## src/rtl/rattlesnake_indirect_pointer_monitor.sv

```systemverilog
// Detects the chained-load / aux-load / store-through-pointer overwrite pattern on the retiring stream.
// Flag is registered (1 cycle after the store); no backpressure, observes exe_enable only.
module rattlesnake_indirect_pointer_monitor #(
  parameter int          XLEN          = 32,
  parameter int          EXT_BITS      = 1,
  parameter int          MEM_ADDR_BITS = 16,
  parameter logic [4:0]  BASE_REG      = 5'd8,
  parameter int          DEREF_DEPTH   = 2,
  parameter int          MAX_GAP       = 2,
  parameter int          CNT_BITS      = 8
) (
  input  logic                       clk,
  input  logic                       reset_n,
  input  logic                       sync_reset,
  input  logic                       exe_enable,
  input  logic                       exception_handler_active,
  input  logic [XLEN-1:0]            IR_in,
  input  logic [EXT_BITS+XLEN-1:0]   rs1_in_copy,
  input  logic [EXT_BITS+XLEN-1:0]   rs2_in_copy,
  input  logic [1:0]                 mode_sel,
  input  logic [MEM_ADDR_BITS-1:0]   mem_addr_blk_wr_start,
  input  logic [MEM_ADDR_BITS-1:0]   mem_addr_blk_wr_end,
  input  logic                       clear_stats,
  output logic                       indirect_protect_active,
  output logic                       protect_sticky,
  output logic [CNT_BITS-1:0]        detect_count,
  output logic [1:0]                 state_dbg
);

  typedef enum logic [1:0] {IDLE = 2'd0, DEREF = 2'd1, AUX = 2'd2, STORE = 2'd3} state_t;

  localparam logic [2:0] DEPTH = 3'(DEREF_DEPTH);
  localparam logic [3:0] GAP   = 4'(MAX_GAP);

  state_t     state, state_nx;
  logic [4:0] rd_save, rd_save_nx, rd_aux_save, rd_aux_nx;
  logic [2:0] depth_cnt, depth_nx;
  logic [3:0] gap_cnt, gap_nx;
  logic       hit, match;

  logic [4:0] op5, rd, rs1, rs2;
  logic [2:0] funct3;
  logic       v, is_lw, is_sw, writes_rd;
  logic [XLEN-1:0]          s_imm, target;
  logic [MEM_ADDR_BITS-1:0] addr;
  logic       range_hit, tag_hit, mode_hit;

  assign op5    = IR_in[6:2];
  assign rd     = IR_in[11:7];
  assign funct3 = IR_in[14:12];
  assign rs1    = IR_in[19:15];
  assign rs2    = IR_in[24:20];
  assign v      = exe_enable & ~exception_handler_active;
  assign is_lw  = (IR_in[1:0] == 2'b11) && (op5 == 5'b00000) && (funct3 == 3'b010);
  assign is_sw  = (IR_in[1:0] == 2'b11) && (op5 == 5'b01000) && (funct3 == 3'b010);

  always_comb begin
    case (op5)
      5'b00000, 5'b00100, 5'b00101, 5'b01100,
      5'b01101, 5'b11001, 5'b11011: writes_rd = (rd != 5'd0);
      default:                      writes_rd = 1'b0;
    endcase
  end

  assign s_imm     = {{(XLEN-12){IR_in[31]}}, IR_in[31:25], IR_in[11:7]};
  assign target    = rs1_in_copy[XLEN-1:0] + s_imm;
  assign addr      = target[MEM_ADDR_BITS:1];
  assign range_hit = (mem_addr_blk_wr_start < mem_addr_blk_wr_end) &&
                     (mem_addr_blk_wr_start <= addr) && (addr < mem_addr_blk_wr_end);
  assign tag_hit   = rs1_in_copy[XLEN] | rs2_in_copy[XLEN];

  always_comb begin
    case (mode_sel)
      2'd0:    mode_hit = tag_hit;
      2'd1:    mode_hit = range_hit;
      2'd2:    mode_hit = tag_hit | range_hit;
      default: mode_hit = tag_hit & range_hit;
    endcase
  end

  always_comb begin
    state_nx   = state;
    rd_save_nx = rd_save;
    rd_aux_nx  = rd_aux_save;
    depth_nx   = depth_cnt;
    gap_nx     = gap_cnt;
    hit        = 1'b0;
    match      = 1'b0;
    if (sync_reset) begin
      state_nx = IDLE;
      depth_nx = '0;
      gap_nx   = '0;
    end else if (v) begin
      case (state)
        IDLE: if (is_lw && rs1 == BASE_REG) begin
          rd_save_nx = rd;
          depth_nx   = 3'd1;
          gap_nx     = '0;
          state_nx   = (DEPTH == 3'd1) ? AUX : DEREF;
        end
        DEREF: if (is_lw && rs1 == rd_save) begin
          match      = 1'b1;
          rd_save_nx = rd;
          depth_nx   = depth_cnt + 3'd1;
          gap_nx     = '0;
          if (depth_cnt + 3'd1 == DEPTH) state_nx = AUX;
        end
        AUX: if (is_lw && rs1 == BASE_REG && rd != rd_save) begin
          match     = 1'b1;
          rd_aux_nx = rd;
          gap_nx    = '0;
          state_nx  = STORE;
        end
        default: if (is_sw && rs1 == rd_save && rs2 == rd_aux_save) begin
          match    = 1'b1;
          hit      = mode_hit;
          state_nx = IDLE;
          depth_nx = '0;
          gap_nx   = '0;
        end
      endcase
      // Off-pattern instruction: a clobbered pointer/aux register kills the chain at once
      if (state != IDLE && !match) begin
        if ((writes_rd && rd == rd_save) ||
            (state == STORE && writes_rd && rd == rd_aux_save) || gap_cnt == GAP) begin
          state_nx = IDLE;
          depth_nx = '0;
          gap_nx   = '0;
        end else begin
          gap_nx = gap_cnt + 4'd1;
        end
      end
    end
  end

  always_ff @(posedge clk or negedge reset_n) begin
    if (!reset_n) begin
      state       <= IDLE;
      rd_save     <= '0;
      rd_aux_save <= '0;
      depth_cnt   <= '0;
      gap_cnt     <= '0;
    end else begin
      state       <= state_nx;
      rd_save     <= rd_save_nx;
      rd_aux_save <= rd_aux_nx;
      depth_cnt   <= depth_nx;
      gap_cnt     <= gap_nx;
    end
  end

  always_ff @(posedge clk or negedge reset_n) begin
    if (!reset_n) begin
      indirect_protect_active <= 1'b0;
      protect_sticky          <= 1'b0;
      detect_count            <= '0;
    end else begin
      if (exe_enable) indirect_protect_active <= hit;
      if (hit)              protect_sticky <= 1'b1;
      else if (clear_stats) protect_sticky <= 1'b0;
      if (hit) begin
        if (clear_stats)            detect_count <= CNT_BITS'(1);
        else if (~&detect_count)    detect_count <= detect_count + CNT_BITS'(1);
      end else if (clear_stats) begin
        detect_count <= '0;
      end
    end
  end

  assign state_dbg = state;

  logic unused_bits;
  assign unused_bits = ^{rs2_in_copy[XLEN-1:0], target[0], target[XLEN-1:MEM_ADDR_BITS+1]};

endmodule

```

## config.mk

```make
export PLATFORM = sky130hd
export DESIGN_NAME = rattlesnake_indirect_pointer_monitor
export DESIGN_NICKNAME = d
export VERILOG_FILES = /design/src/rtl/rattlesnake_indirect_pointer_monitor.sv
export SDC_FILE = /design/constraint.sdc
export NUM_CORES = 1
export LEC_CHECK = 0
export ABC_AREA = 0
export CORE_UTILIZATION = 25
export CTS_CLUSTER_SIZE = 24
export DETAILED_ROUTE_END_ITERATION = 10
export GPL_TIMING_DRIVEN = 0
export PLACE_DENSITY = 0.57
export SLEW_MARGIN = 20
export SYNTH_ARGS = -nofsm -noshare
export SYNTH_HDL_FRONTEND = slang
export SYNTH_SLANG_ARGS = --single-unit
export TNS_END_PERCENT = 100
```

## constraint.sdc

```tcl
create_clock -name clk -period 2.4 [get_ports clk]
set_input_delay 0.48 -clock clk [delete_from_list [all_inputs] [get_ports clk]]
set_output_delay 0.48 -clock clk [all_outputs]
set_load 0.01 [all_outputs]
```

==> impl_results.md <==
* Leak pwr at 2.82 nW
* Worst Skew at 0.00276 ns
* Core area at 14800 sq um
* Largest net degree at the start of global routing at 30
* ANT nets after route at 0
* Final Cell Area at 6040 sq um
* RSZ-0062 raised after global routing: true
* Share of cells above drive strength 1 at 23.1%
* Reg2reg path depth at 8
* RR Endpoint: detect_count[2]
* Finish-stage setup viols at 10
* # diodes at 0
* Rel. slew slack at 54.6%
* Most frequent cells in the layout: clkdlybuf4s50_1 (61), ha_1 (55), inv_1 (46), buf_4 (34), nor2_1 (31)
* CP endpoint kind: flip-flop
* IO Pins at 150
* Root Buffer Master: clkbuf_16
* Die Width at 126 microns
* First drt pass iteration count at 4
* Reg2reg start: state_dbg[1]
* Register-to-register setup slack at 0.09 ns
* Nets at 811
* Hold Vio Cnt, Final at 0
* Initial antenna violation count at 0
* Syn Area/Cell at 8.30 sq um
* Element type at the critical path start: input port
* Final worst-path cycle share at 183%
* Netlist Area Pre-Place at 3830 sq um
* Class of the worst hold path: in -> async
* Dpl hpwl at 8990 microns
* Setup WS post-layout at -2.00 ns
* Synthesized flop and latch total at 29
* Vias in the first global route at 4103
* M1 WL at 4940 microns
* Drt wl/cell at 14.6 microns
* CP Class: in -> reg
* TritonCTS sink count at 29
* Failing checks: negative setup slack
* Worst vdd ir at 0.000232 V
* Required @ worst endpoint at 2.55 ns
* Met3 routed WL at 430 microns
* TritonCTS clock tree: built
* Min cycle time layout at 4.40 ns
* Port bufs at 101
* DRC Markers at 0
* Die footprint at 15800 sq um
* Power per cell area at 361 nW/um^2
* EDFF count, synth at 0
* Vias/cell at 4.98
* Syn Nets at 667
* Synth cell types at 64
* Ranking of synthesized cells by area: ha_1 (22%), dfrtp_1 (19%), xnor2_1 (5.0%), inv_1 (4.7%), xor2_1 (3.9%)
* Worst Tran Pin Value at 0.681 ns
* Area after DPL at 5170 sq um
* Global route overflow at 0
* Pwr Total at 2.18 mW
* RD Place Congestion at 0.856
* Post-Route WL at 11500 microns
* WL met2 at 6050 microns
* Dpl ws at -3.10 ns
* Prevailing post-synth register cell: dfrtp_1
* Fillers at 1493
* Total number of vias at 3926
* Clock buffer depth at 2
* Clock-pin transition on the worst setup and hold timing paths at 0.05 ns
* Top sig layer: met4
* Seq/Total Area, Yosys at 18.9%
* Synth top area share at 21.5%
* Slowest CP cell: o41ai_4
* First-pass GRT wire length at 18700 microns
* Largest area contributor in the netlist: ha_1
* Max frequency at 0.227 GHz
* Peak per-stage delay on the critical path at 0.37 ns
* Commonest non-fill, non-tap cell in the layout: clkdlybuf4s50_1
* Cts hold-fix bufs at 0
* Synth warn at 0
* Syn-to-layout area delta at 57.4%
* # rows at 44
* Status: finished, violations left
* H-tree depth at 2
* Initial DRC Count at 149
* Critical Path, Cell by Cell: buf_12 -> ha_4 -> and3_4 -> a21oi_4 -> a31oi_4 -> a41o_1 -> o41ai_4 -> o21bai_1 -> a21oi_2 -> xor2_1 -> ha_1 -> buf_4 -> a21oi_2 -> nand2_1 -> a21oi_1 -> o211ai_1 -> a211oi_4 -> a311oi_4 -> buf_12 -> nor4b_4 -> mux2_4
* Crit path DAT at 4.55 ns
* Num CTS Buffers at 5
* Initial Util at 26.0%
* Crit path max fanout at 6
* GRT Total Usage at 14.3%
* Worst skew pair latency at 0.27 ns
* Ys async rst share at 100%
* Cells after Synth at 462
* Die Y at 126 microns
* Max Cap Viol at 0
* Final slew viol count at 0
==> layout make-up <==
cell class,instances,area [sq um],area share [%]
repair buffers,138,1340,22.1
clock buffers,5,125,2.07
clock inverters,1,5.00,0.0829
inverters,48,188,3.11
plain buffers,4,42.5,0.705
well taps,184,230,3.81
flip-flops and latches,29,728,12.1
multi-input cells,380,3380,56.0
==> kinds of logic after synthesis <==
group           synth area share (%)
simple gates                    22.6
compound gates                  18.1
fa+ha+maj                       22.1
buf+inv                         5.35
xor+xnor                        8.91
flops                           18.9
mux                             3.98
==> per-layer routing <==
| metal | vias up | track usage [%] |
|---|---|---|
| li1 | 1975 | - |
| met1 | 1851 | 16.8 |
| met2 | 92 | 27.6 |
| met3 | 8 | 1.61 |
| met4 | 0 | 2.98 |
| met5 | - | 0 |
==> critical path: cells and delay by family <==
| kind | cells | cell delay [ns] |
|---|---|---|
| buffers and inverters | 3 | 0.41 |
| adders and majority gates | 2 | 0.51 |
| AOI/OAI and AO/OA | 11 | 2.13 |
| xor gates and xnor gates | 1 | 0.20 |
| and+or+nand+nor | 3 | 0.48 |
| muxes | 1 | 0.32 |
==> cell usage after synthesis (all sizes together), types with 2 or more instances <==
library cell and instances:
nor3 14, o2111ai 2, a22oi 3, nand2 28
ha 66, or2 3, or3 3, xor2 17
nand2b 7, a21oi 28, mux2i 4, a41o 2
a221oi 3, a31oi 5, inv 48, o211ai 4
o31ai 2, dfrtp 29, a211oi 7, and2 5
nor4 5, o21a 4, mux2 10, nand4 15
nor2 31, and3 10, clkbuf 4, o21bai 3
nand3 19, xnor2 22, or4 3, o21ai 15
nor2b 8, a211o 2, nor4b 3, a21o 8
==> how the worst max path moves through the flow <==
stage	start	endpoint	slack, ns	cells past startpoint
3_5_place_dp	IR_in[8]	detect_count[2]	-3.10	20
4_1_cts	IR_in[7]	detect_count[5]	-1.96	22
3_3_place_gp	IR_in[8]	detect_count[2]	-3.07	20
6_report	IR_in[11]	detect_count[5]	-2.00	21
2_1_floorplan	IR_in[7]	detect_count[2]	-1.82	19
5_1_grt	IR_in[9]	detect_count[5]	-2.22	21
==> repair_timing <==
item | 4_1_cts | 5_1_grt
pin swaps | 44 | 48
endpoints found under the setup margin | 26 | 27
cloned | 1 | 0
buffers inserted | 26 | 12
resized for setup | 110 | 61
==> per-stage QoR <==
step / setup TNS, ns / instances / hold slack, ns / utilization [%]
after floorplan: -17.47 / 462 / 0.184 / -
after global placement: -39.80 / 747 / 0.510 / 35.1
after detailed placement: -40.61 / 747 / 0.514 / 35.0
after CTS: -18.24 / 779 / 0.276 / 39.3
after global routing: -21.11 / 789 / 0.302 / 40.9
final: -18.71 / 789 / 0.252 / 40.9
==> registers in the layout, indices dropped and copies added (netlist names) <==
register,flops
detect_count,8
rd_aux_save,5
rd_save,5
gap_cnt,4
depth_cnt,3
state_dbg,2
indirect_protect_active,1
protect_sticky,1
==> where the power goes <==
| part | leakage, nW | internal, mW | switching (mW) |
|---|---|---|---|
| Sequential | 0.392 | 0.490 | 0.0000196 |
| Combinational | 2.36 | 0.588 | 0.533 |
| Clock | 0.0655 | 0.369 | 0.202 |
| Total | 2.82 | 1.45 | 0.735 |
(Power assumes the default switching activity.)
